## config.mk

```make
export PLATFORM = sky130hd
export DESIGN_NAME = pattern_bit_serializer_flat
export DESIGN_NICKNAME = d
export VERILOG_FILES = /design/src/rtl/pattern_bit_serializer_if.sv /design/src/rtl/pattern_bit_serializer.sv /design/src/flat_wrapper.sv
export SDC_FILE = /design/constraint.sdc
export NUM_CORES = 1
export LEC_CHECK = 0
export CAP_MARGIN = 10
export CORE_UTILIZATION = 60
export CTS_CLUSTER_SIZE = 24
export DETAILED_ROUTE_END_ITERATION = 12
export PLACE_DENSITY = 0.82
export SLEW_MARGIN = 20
export SYNTH_ARGS = -nofsm -noshare
export SYNTH_HDL_FRONTEND = slang
export SYNTH_SLANG_ARGS = --single-unit
```

## constraint.sdc

```tcl
create_clock -name clk -period 7.05 [get_ports clk]
set_clock_uncertainty 0.05 [all_clocks]
set_input_delay 1.41 -clock clk [delete_from_list [all_inputs] [get_ports clk]]
set_output_delay 1.41 -clock clk [all_outputs]
set_load 0.02 [all_outputs]
```

## src/rtl/pattern_bit_serializer_if.sv

```systemverilog
// Handshake bundle for pattern_bit_serializer.
//   data_in/data_valid/data_ready : parallel word push with backpressure
//   hold                          : downstream stall request
//   d_o/valid_o/word_done         : registered serial stream and end-of-word pulse
//   busy/ovf_err                  : activity and sticky overflow status
// master drives words and hold; slave is the serializer.
interface pattern_bit_serializer_if #(
  parameter int unsigned WIDTH = 8
);
  logic [WIDTH-1:0] data_in;
  logic             data_valid;
  logic             data_ready;
  logic             hold;
  logic             d_o;
  logic             valid_o;
  logic             word_done;
  logic             busy;
  logic             ovf_err;

  modport master (
    output data_in, data_valid, hold,
    input  data_ready, d_o, valid_o, word_done, busy, ovf_err
  );

  modport slave (
    input  data_in, data_valid, hold,
    output data_ready, d_o, valid_o, word_done, busy, ovf_err
  );
endinterface

```

## src/rtl/pattern_bit_serializer.sv

```systemverilog
// pattern_bit_serializer: buffers WIDTH-bit words in a DEPTH-entry FIFO and
// shifts them out one bit per cycle, MSB or LSB first.
//   clk : rising-edge clock
//   rst : synchronous active-high reset
//   bus : pattern_bit_serializer_if slave modport (word input, hold, serial
//         output, word_done pulse, busy and sticky ovf_err status)
module pattern_bit_serializer #(
  parameter int unsigned WIDTH     = 8,
  parameter int unsigned DEPTH     = 4,
  parameter int unsigned MSB_FIRST = 1
) (
  input  logic                     clk,
  input  logic                     rst,
  pattern_bit_serializer_if.slave  bus
);

  localparam int unsigned PW = $clog2(DEPTH);
  localparam int unsigned CW = $clog2(DEPTH + 1);
  localparam int unsigned IW = $clog2(WIDTH);

  localparam logic [0:0] IDLE  = 1'b0;
  localparam logic [0:0] SHIFT = 1'b1;

  logic [WIDTH-1:0] mem [DEPTH];
  logic [PW-1:0]    wr_ptr, rd_ptr;
  logic [CW-1:0]    count;

  logic [0:0]       state;
  logic [WIDTH-1:0] sreg;
  logic [IW-1:0]    idx;
  logic             d_q, valid_q, done_q, ovf_q;

  logic             ready, push, pop;
  logic [WIDTH-1:0] head;
  logic             head_bit, sreg_bit;
  logic [WIDTH-1:0] head_rest, sreg_rest;

  assign ready = (count < CW'(DEPTH));
  assign push  = bus.data_valid && ready;
  assign head  = mem[rd_ptr];
  // The final bit sends the FSM straight back to IDLE, so IDLE is the only
  // place a word is popped; it still gives zero-gap back-to-back output.
  assign pop   = (state == IDLE) && (count != '0) && !bus.hold;

  always_comb begin
    head_bit  = 1'b0;
    sreg_bit  = 1'b0;
    head_rest = '0;
    sreg_rest = '0;
    if (MSB_FIRST != 0) begin
      head_bit  = head[WIDTH-1];
      sreg_bit  = sreg[WIDTH-1];
      head_rest = {head[WIDTH-2:0], 1'b0};
      sreg_rest = {sreg[WIDTH-2:0], 1'b0};
    end else begin
      head_bit  = head[0];
      sreg_bit  = sreg[0];
      head_rest = {1'b0, head[WIDTH-1:1]};
      sreg_rest = {1'b0, sreg[WIDTH-1:1]};
    end
  end

  // Storage array carries no reset; only pointers and count define contents.
  always_ff @(posedge clk) begin
    if (push) begin
      mem[wr_ptr] <= bus.data_in;
    end
  end

  always_ff @(posedge clk) begin
    if (rst) begin
      wr_ptr <= '0;
      rd_ptr <= '0;
      count  <= '0;
      ovf_q  <= 1'b0;
    end else begin
      if (push) begin
        wr_ptr <= wr_ptr + 1'b1;
      end
      if (pop) begin
        rd_ptr <= rd_ptr + 1'b1;
      end
      case ({push, pop})
        2'b10:   count <= count + 1'b1;
        2'b01:   count <= count - 1'b1;
        default: count <= count;
      endcase
      if (bus.data_valid && !ready) begin
        ovf_q <= 1'b1;
      end
    end
  end

  always_ff @(posedge clk) begin
    if (rst) begin
      state   <= IDLE;
      sreg    <= '0;
      idx     <= '0;
      d_q     <= 1'b0;
      valid_q <= 1'b0;
      done_q  <= 1'b0;
    end else begin
      valid_q <= 1'b0;
      done_q  <= 1'b0;
      case (state)
        IDLE: begin
          if (pop) begin
            d_q     <= head_bit;
            sreg    <= head_rest;
            idx     <= IW'(1);
            valid_q <= 1'b1;
            state   <= SHIFT;
          end
        end
        SHIFT: begin
          if (!bus.hold) begin
            d_q     <= sreg_bit;
            sreg    <= sreg_rest;
            valid_q <= 1'b1;
            if (idx == IW'(WIDTH - 1)) begin
              done_q <= 1'b1;
              idx    <= '0;
              state  <= IDLE;
            end else begin
              idx <= idx + 1'b1;
            end
          end
        end
        default: state <= IDLE;
      endcase
    end
  end

  assign bus.data_ready = ready;
  assign bus.d_o        = d_q;
  assign bus.valid_o    = valid_q;
  assign bus.word_done  = done_q;
  assign bus.busy       = (count != '0) || (state == SHIFT);
  assign bus.ovf_err    = ovf_q;

endmodule
```

## src/flat_wrapper.sv

```systemverilog
// flat-port wrapper written by rule: the top's interface ports become plain ports
module pattern_bit_serializer_flat 
#(
  parameter int unsigned WIDTH     = 8,
  parameter int unsigned DEPTH     = 4,
  parameter int unsigned MSB_FIRST = 1
)
  (clk, rst, bus_data_in, bus_data_valid, bus_hold, bus_data_ready, bus_d_o, bus_valid_o, bus_word_done, bus_busy, bus_ovf_err);
  pattern_bit_serializer_if #(.WIDTH(WIDTH)) bus_i ();
  input  logic clk;
  input  logic rst;
  input wire logic [$bits(bus_i.data_in)-1:0] bus_data_in;
  input wire logic [$bits(bus_i.data_valid)-1:0] bus_data_valid;
  input wire logic [$bits(bus_i.hold)-1:0] bus_hold;
  output wire logic [$bits(bus_i.data_ready)-1:0] bus_data_ready;
  output wire logic [$bits(bus_i.d_o)-1:0] bus_d_o;
  output wire logic [$bits(bus_i.valid_o)-1:0] bus_valid_o;
  output wire logic [$bits(bus_i.word_done)-1:0] bus_word_done;
  output wire logic [$bits(bus_i.busy)-1:0] bus_busy;
  output wire logic [$bits(bus_i.ovf_err)-1:0] bus_ovf_err;
  assign bus_i.data_in = bus_data_in;
  assign bus_i.data_valid = bus_data_valid;
  assign bus_i.hold = bus_hold;
  assign bus_data_ready = bus_i.data_ready;
  assign bus_d_o = bus_i.d_o;
  assign bus_valid_o = bus_i.valid_o;
  assign bus_word_done = bus_i.word_done;
  assign bus_busy = bus_i.busy;
  assign bus_ovf_err = bus_i.ovf_err;
  pattern_bit_serializer #(.WIDTH(WIDTH), .DEPTH(DEPTH), .MSB_FIRST(MSB_FIRST)) u_core (.clk(clk), .rst(rst), .bus(bus_i));
endmodule
```

# ---- Word level (Yosys, flattened, before mapping)
# Memories as Yosys holds them, arrays and structs flattened. A register that Yosys moved wholly into a read port is not among the register bits.
# Cells that the tools add are included.
# W data, S select, Z words.
dict set report op_classes {
  n_mul 0
  div 0
  eq_ne 5
  magnitude_cmp 1
  bitwise_logic 1
  muxes 22
  n_shift 0
  reduce_logical 11
  addsub 5
}
# op n
set ops {}
lappend ops {{$mux W8} 2}
lappend ops {{$pmux W8 S2} 1}
lappend ops {{$pmux W3 S2} 2}
lappend ops {{$mux W1} 9}
lappend ops {{$mux W3} 3}
lappend ops {{$add A3 B1 Y3 const B} 2}
lappend ops {{$pmux W1 S2} 3}
lappend ops {{$add A2 B1 Y2 const B} 2}
lappend ops {{$logic_and A1 B1 Y1} 4}
lappend ops {{$mux W2} 2}
lappend ops {{$eq A3 B3 Y1 const B} 1}
lappend ops {{$lt A3 B3 Y1 const B} 1}
lappend ops {{$reduce_bool A3 Y1} 1}
lappend ops {{$reduce_or A3 Y1} 1}
lappend ops {{$sub A3 B1 Y3 const B} 1}
lappend ops {{$eq A2 B1 Y1 const B} 1}
lappend ops {{$eq A2 B2 Y1 const B} 1}
lappend ops {{$logic_not A1 Y1} 2}
lappend ops {{$ne A2 B1 Y1 const B} 1}
lappend ops {{$ne A2 B2 Y1 const B} 1}
lappend ops {{$reduce_and A2 Y1} 1}
lappend ops {{$reduce_bool A2 Y1} 1}
lappend ops {{$logic_or A1 B1 Y1} 1}
lappend ops {{$not A1 Y1} 1}
dict set report word_totals {
  ff_bits 23
  memories 1
  input_bits 12
  output_inout_bits 6
  ram_bits 32
  latchBits 0
  wordCells 56
  rom_bits 0
}
# memory depth word_bits read_ports rd_ports_with_merged_regs wr line
set memory_table {}
lappend memory_table {u_core.mem 4 8 1 1 1 pattern_bit_serializer.sv:24} ;# logic [WIDTH-1:0] mem [DEPTH];

# ---- Logic depth before layout (Yosys ltp)
# Gate-level depths: netlist (run 1).
dict set report logic_depth {
  ltp_word 5
  ltp_mapped 9
}

# ---- Least setup slack after synthesis (run 1)
# Ideal clock, no wire load.
dict set report synth_timing {
  kind {input to register}
  start {in bus_hold}
  end {reg u_core.count[2]}
  slack_ns 3.776
  path_stages 8
  arrival_ns 3.154
  t_required_ns 6.929
  path_cell_list {clkbuf_1 > nor3_1 > ha_1 > inv_1 > fa_1 > xor2_1 > or3_1 > a21oi_1}
}
dict set report synth_via {
  elab_chain_cells 4
  word_cells_on_any_way 6
  classes_between {eq/ne: 2; mux: 1; reduce/logical: 3}
}
# element line
set synth_rtl {}
lappend synth_rtl {{from (decl)} flat_wrapper.sv:14} ;# input wire logic [$bits(bus_i.hold)-1:0] bus_hold;
lappend synth_rtl {{$logic_not A1 Y1 *} pattern_bit_serializer.sv:43} ;# assign pop = (state == IDLE) && (count != '0) && !bus.hold;
lappend synth_rtl {{$logic_and A1 B1 Y1 *} pattern_bit_serializer.sv:43}
lappend synth_rtl {{net u_core.pop} pattern_bit_serializer.sv:33} ;# logic ready, push, pop;
lappend synth_rtl {{$eq A2 B1 Y1 or $eq A2 B2 Y1 (tied branches)} pattern_bit_serializer.sv:83} ;# case ({push, pop})
lappend synth_rtl {{$pmux W3 S2 or $reduce_bool A2 Y1 (tied branches)} -}
lappend synth_rtl {{to (signal assigned)} pattern_bit_serializer.sv:84} ;# 2'b10: count <= count + 1'b1;
lappend synth_rtl {{to (signal assigned)} pattern_bit_serializer.sv:85} ;# 2'b01: count <= count - 1'b1;
lappend synth_rtl {{to (signal assigned)} pattern_bit_serializer.sv:86} ;# default: count <= count;
lappend synth_rtl {{to (decl)} pattern_bit_serializer.sv:26} ;# logic [CW-1:0] count;
# The timed path passes the listed nets; every way through them passes the cells marked *.
# A chain may end at the register's enable or synchronous reset.

# ---- Worst setup path in the final report (run 1)
# Ends and elaborated chain as after synthesis.

==> results of run 1 <==
metrics by stage:
step	power [mW]	cells
after floorplan	0.6913	167
after global placement	0.7470	225
after detailed placement	0.7655	225
after CTS	0.9620	233
after global routing	1.021	233
final	0.9639	233
layer usage:
layer,global-route usage (%),routed length [um],share of wire [%],vias to the layer above
met5,0,0,0,-
met4,6.818,55,1.4,0
met3,6.429,263,6.5,7
met2,37.77,1963,49,60
met1,29.86,1734,43,668
li1,-,-,-,661
worst min-delay path: stages (launching register included):
cell and delay [ns]:
dfxtp_1 0.34, a21oi_1 0.04, nor2_1 0.07
worst paths after layout:
| check | cells after the start | start | slack (ns) | to |
|---|---|---|---|---|
| worst min-delay path | 2 | u_core.bus.ovf_err$_SDFFE_PP0P_ | 0.44 | u_core.bus.ovf_err$_SDFFE_PP0P_ |
| worst max register to register | 8 | u_core.count[2]$_SDFFE_PP0P_ | 4.56 | u_core.count[2]$_SDFFE_PP0P_ |
| worst min register to register | 2 | u_core.bus.ovf_err$_SDFFE_PP0P_ | 0.44 | u_core.bus.ovf_err$_SDFFE_PP0P_ |
| worst max-delay path | 8 | bus_hold | 3.41 | u_core.count[2]$_SDFFE_PP0P_ |
power breakdown:
part / switching, mW / internal [mW]
Clock: 0.0966 / 0.104
Combinational: 0.155 / 0.138
Sequential: 0.0606 / 0.410
flip-flops by register name, summed over array words and instances, names as in the netlist, named ones only:
signal	cells
u_core.rd_ptr	2
u_core.count	3
u_core.bus.ovf_err	1
u_core.sreg	7
u_core.idx	3
u_core.bus.d_o	1
u_core.bus.valid_o	1
u_core.state	1
u_core.mem	32
u_core.wr_ptr	2
u_core.bus.word_done	1
layout by cell type (no fill, tap or decap), types with 2 or more instances in the layout:
cell type,n
a211oi_1,7
a21oi_1,14
a222oi_1,7
and2_1,4
clkbuf_8,5
clkdlybuf4s50_1,17
clkinv_1,2
dfxtp_1,24
edfxtp_1,32
ha_1,7
inv_1,10
mux2_1,2
mux2_2,11
mux2_4,2
nor2_1,8
nor2b_1,4
nor3_1,3
o211a_1,2
o21ai_0,2
o21ai_1,2
xor2_1,2
logic make-up after synthesis:
kind of cell / synth area share [%]
buf+inv: 4.128
mux: 9.071
simple gates: 6.953
xor+xnor: 1.141
fa+ha+maj: 4.671
compound gates: 11.46
flops: 62.57
cell usage after synthesis, drive strengths merged (2+ instances only):
cell,number
a21oi,14
o211a,2
xor2,2
nor2b,4
ha,7
and2,4
edfxtp,32
a222oi,7
o21ai,4
mux2,15
clkbuf,3
buf,4
nor3,3
dfxtp,24
nor2,9
inv,11
a211oi,7
layout make-up:
cell class / instances / area [um^2] / area share, %
Sequential cell: 56 / 1441 / 55.73
Multi-Input combinational cell: 93 / 767.0 / 29.66
Timing Repair Buffer: 17 / 170.2 / 6.580
Clock buffer: 5 / 68.82 / 2.661
Tap cell: 48 / 60.06 / 2.322
Inverter: 11 / 41.29 / 1.597
Clock inverter: 3 / 37.54 / 1.451
==> summary.txt, run 1 <==
Run status
  – Outcome: finished, final reports clean

Floorplanning
  – Die Wd: 63.96 um
  – Number of core rows: 22
  – Core area: roughly 3700 um^2
  – Starting density of the core: between 60% and 70%
  – # IOs: 18
  – Die H: between 60 and 70 um
  – Die Area: just over 4000 um^2

Yosys
  – Syn_nets: between 150 and 200
  – Top post-synthesis cells by area: edfxtp_1 (42%), dfxtp_1 (21%), mux2_2 (5.4%)
  – Synthesized area: roughly 2300 um^2
  – Mapped Cells: between 150 and 200
  – Seq/Total Area, Yosys: between 60% and 70%
  – Post-synthesis async set-or-reset flop share: 0%
  – Post-synth EDFFs: 32
  – Yosys warns: 0
  – Synth area leader: edfxtp_1
  – Distinct cells, synth: 40
  – Post-Syn Area per Cell: roughly 14 um^2
  – Share of the synthesized area in the top cell type: about two fifths
  – FF+latch count, synth: 56
  – Ys flop type: edfxtp_1

Critical path
  – Kind of end point of the critical path: flop
  – Max FO, Critical Path: 11
  – CP startpoint kind: input pin
  – Crit Path Class: in -> reg
  – Critical Path RT: approximately 7.2 ns
  – CP cell instances: clkdlybuf4s50_1 -> nor3_1 -> ha_1 -> inv_1 -> fa_1 -> xor2_1 -> or3_1 -> a21oi_1
  – Crit path buffers/inverters: 2
  – Arr. time, crit path: between 3 and 4 ns
  – Crit path largest cell delay: 0.59 ns
  – Cell family with most CP delay: simple AND/OR/NAND/NOR gates
  – Worst path slowest cell: clkdlybuf4s50_1

Layout
  – Layout Utilization: between 70% and 80%
  – # fillers: 254
  – Area growth, synth to finish: 12.28%
  – Antenna cells: 0
  – # nets final: approximately 200
  – Finished Cell Area: approximately 2600 um^2
  – Layout cells sized above 1: around an eighth

Flow run
  – Number of max-cap violations: 0

STA
  – Slew Viols, Final: 0
  – Max frequency: between 0.2 and 0.3 GHz
  – Final worst setup slack: approximately 3.4 ns
  – Final setup violation count: 0
  – WHS: roughly 0.44 ns
  – Worst-Margin Slew: a little under 0.8 ns
  – Minimum clock period after layout: approximately 3.6 ns
  – Fin. Hold Viols: 0
  – Tcrit/Tclk final: 51.66%
  – RSZ-0062 raised after global routing: no
  – Worst rel slew slack: roughly 47%
  – Setup TNS: 0 ns

Pwr
  – P_leak: between 0.9 and 1 nW
  – Pwr dens: around 370 nW/um^2
  – IR drop worst, VDD: roughly 190 uV

Global routing
  – GRT Total Usage: 23.07%
  – First-pass GRT wire length: 6982 um
  – Largest net degree at the start of global routing: 22
  – Vias in the first global route: between 1,000 and 1,500
  – Gr ovfl total: 0
  – Initial antenna violation count: 0

Drt
  – Via count: 1,396
  – First-pass detailed-route iteration total: 6
  – Residual DRC: 0
  – Drt wl/cell: approximately 17 um
  – Iteration-0 DRC Markers: 134
  – Vias/cell: 5.991
  – Post-detailed-route count of antenna-violating nets: 0
  – Post-Route WL: 4016 um

Place
  – Final GP Congestion: slightly above 0.8
  – Detailed Place HPWL: 2719 um
  – Pre-CTS WS: between 3 and 4 ns
  – DP Area: 2480 um^2
  – Port Buffers: 17

CTS
  – Clock Latency Late Sink: 0.30 ns
  – H-tree depth: 2
  – CTS sink cnt: 56
  – Setup Buffers After CTS: 0
  – CTS tree: done
  – Root buf cell: clkbuf_8
  – Post-CTS sizing: 0
  – Reg clk slew, reported paths: roughly 0.09 ns
  – Total CTS buffers: 5
  – Hold_buf cts: 0
  – Max Buffers Root-to-Sink: 2

Hold path
  – Hold crit path type: reg -> reg
No activity file was read; power rests on OpenSTA's default activity.
==> run 2: changes to the inputs <==
--- a/config.mk
+++ b/config.mk
@@ -6,10 +6,10 @@
 export NUM_CORES = 1
 export LEC_CHECK = 0
 export CAP_MARGIN = 10
-export CORE_UTILIZATION = 60
+export CORE_UTILIZATION = 51
 export CTS_CLUSTER_SIZE = 24
 export DETAILED_ROUTE_END_ITERATION = 12
-export PLACE_DENSITY = 0.82
+export PLACE_DENSITY = 0.74
 export SLEW_MARGIN = 20
 export SYNTH_ARGS = -nofsm -noshare
 export SYNTH_HDL_FRONTEND = slang
==> constraint.sdc (replaced) <==
create_clock -name clk -period 3.3 [get_ports clk]
set_clock_uncertainty 0.05 [all_clocks]
set_input_delay 0.66 -clock clk [delete_from_list [all_inputs] [get_ports clk]]
set_output_delay 0.66 -clock clk [all_outputs]
set_load 0.02 [all_outputs]
==> summary.txt, run 2 (synthesis results as in run 1) <==
STA
  – Final worst setup slack: 0.5822 ns (-2.826 ns)
  – Tcrit/Tclk final: between 80 and 90%
  – Minimum clock period after layout: ~2.7 ns
  – RSZ-0062 raised after global routing: no
  – Setup TNS: 0 ns (unchanged)
  – Final setup violation count: 0 (unchanged)
  – Worst rel slew slack: 50.66% (+3.7 points)
  – Max frequency: 0.3680 GHz
  – WHS: 0.4636 ns (+0.02112 ns)
  – Worst-Margin Slew: 0.7390 ns (-0.05520 ns)
  – Slew Viols, Final: 0 (unchanged)
  – Fin. Hold Viols: 0 (unchanged)

Critical path
  – R2r endpoint: u_core.count[2]$_SDFFE_PP0P_
  – Arr. time, crit path: 2.90 ns (-0.91 ns)
  – Reg2reg setup slack: 0.71 ns (-3.85 ns)
  – Crit Path Class: in -> reg
  – Crit path to: u_core.count[2]$_SDFFE_PP0P_
  – Critical Path RT: 3.49 ns (-3.73 ns)
  – Max FO, Critical Path: 3 (-8)
  – CP startpoint kind: input pin
  – Crit path from: bus_hold
  – Kind of end point of the critical path: flop
  – Reg2reg start: u_core.count[2]$_SDFFE_PP0P_
  – Worst R2R Path Depth: 8 (unchanged)

CTS
  – Root buf cell: clkbuf_8
  – CTS tree: done
  – Max Buffers Root-to-Sink: 2 (unchanged)
  – H-tree depth: 2 (unchanged)
  – Clock Latency Late Sink: 0.31 ns (about the same)
  – Hold_buf cts: 0 (unchanged)
  – Setup Buffers After CTS: 0 (unchanged)
  – Total CTS buffers: 5 (unchanged)
  – Post-CTS sizing: 0 (unchanged)
  – CTS sink cnt: 56 (unchanged)
  – Reg clk slew, reported paths: 0.10 ns (about the same)

Drt
  – Vias/cell: 5.854 (-2.3%)
  – First-pass detailed-route iteration total: 6 (unchanged)
  – Post-detailed-route count of antenna-violating nets: 0 (unchanged)
  – Post-Route WL: 4078 um (+1.5%)
  – Drt wl/cell: 17.06 um (-1.0%)
  – Iteration-0 DRC Markers: 113 (-16%)
  – Residual DRC: 0 (unchanged)
  – Via count: 1,399 (+0.21%)

Layout
  – Commonest non-fill, non-tap cell in the layout: edfxtp_1
  – Layout cells sized above 1: 13.37% (+0.94 points)
  – Number of flip-flops in the largest register: 32 (unchanged)
  – Antenna cells: 0 (unchanged)
  – Layout Utilization: 59.34% (-11 points)
  – Largest Register: u_core.mem
  – Top flop regs: u_core.mem: 32 flops, u_core.sreg: 7 flops
  – Final Non-Filler Cells: 239 (+2.6%)
  – Commonest cells after routing, fill and taps aside: edfxtp_1 (32), dfxtp_1 (24), clkdlybuf4s50_1 (17)
  – # nets final: 206 (+0.98%)
  – Finished Cell Area: 2584 um^2 (about the same)
  – Area growth, synth to finish: 12.17% (about the same)

Pwr
  – IR drop worst, VDD: 330.0 uV (+74%)
  – P_leak: 0.9293 nW (-0.51%)
  – Pwr Total: 1.990 mW (+110%)
  – Pwr dens: 770.3 nW/um^2 (+110%)

Floorplanning
  – Die Wd: 69.21 um (+8.2%)
  – Die H: 69.21 um (+8.2%)
  – Core area: 4354 um^2 (+19%)
  – Starting density of the core: 52.90% (-10 points)
  – # IOs: 18 (unchanged)
  – Die Area: 4789 um^2 (+17%)
  – Number of core rows: 24 (+9.1%)

Place
  – Final GP Congestion: 0.7369 (-11%)
  – Detailed Place HPWL: 2907 um (+6.9%)
  – Inst Count DP: 231 (+2.7%)
  – Port Buffers: 17 (unchanged)
  – DP Area: 2500 um^2 (+0.81%)
  – Pre-CTS WS: 0.2891 ns (-2.827 ns)

Global routing
  – Largest net degree at the start of global routing: 17 (-23%)
  – Gr ovfl total: 0 (unchanged)
  – GRT Total Usage: 19.31% (-3.8 points)
  – Initial antenna violation count: 0 (unchanged)
  – First-pass GRT wire length: 7093 um (+1.6%)
  – Vias in the first global route: 1,516 (+6.5%)

Run status
  – Outcome: finished, final reports clean

Hold path
  – Hold crit path type: reg -> reg

Flow run
  – Number of max-cap violations: 0 (unchanged)
-- run 2: final cells by class --
class	instances	area [um^2]
clock inverters	2	11.26
repair buffers	19	185.2
well taps	52	65.06
inverters	11	41.29
flip-flops and latches	56	1441
clock buffers	6	72.57
multi-input cells	93	767.0
fillers	319	1770
-- run 2: per-layer routing --
| layer | track usage [%] | routed length, um |
|---|---|---|
| met5 | 0 | 0 |
| met2 | 32.15 | 2058 |
| met3 | 5.087 | 138 |
| met1 | 23.77 | 1818 |
| met4 | 8.163 | 63 |
-- run 2: report_power, final --
part           total [mW]  internal [mW]  leakage [nW]  switching, mW
clock network       0.354          0.148        0.0388          0.206
registers            1.01          0.876         0.490          0.129
logic               0.631          0.297         0.400          0.334
-- run 2: worst max-delay path: stages --
cell             delay, ns
clkdlybuf4s50_1       0.42
nor3_1                0.37
ha_1                  0.28
inv_1                 0.08
fa_1                  0.45
xor2_1                0.16
or3_1                 0.31
a21oi_1               0.17
-- run 2: worst min path at each step --
| stage | to | slack (ns) | depth (start not counted) | from |
|---|---|---|---|---|
| floorplan | u_core.idx[2]$_SDFFE_PP0P_ | 0.41 | 2 | u_core.idx[2]$_SDFFE_PP0P_ |
| global placement | u_core.bus.ovf_err$_SDFFE_PP0P_ | 0.41 | 2 | u_core.bus.ovf_err$_SDFFE_PP0P_ |
| detailed placement | u_core.bus.ovf_err$_SDFFE_PP0P_ | 0.46 | 2 | u_core.bus.ovf_err$_SDFFE_PP0P_ |
| CTS | flop | 0.46 | 2 | u_core.rd_ptr[0]$_SDFFE_PP0P_ |
| global route | u_core.idx[1]$_SDFFE_PP0P_ | 0.50 | 2 | u_core.idx[1]$_SDFFE_PP0P_ |
| finish | flop | 0.46 | 2 | u_core.rd_ptr[0]$_SDFFE_PP0P_ |
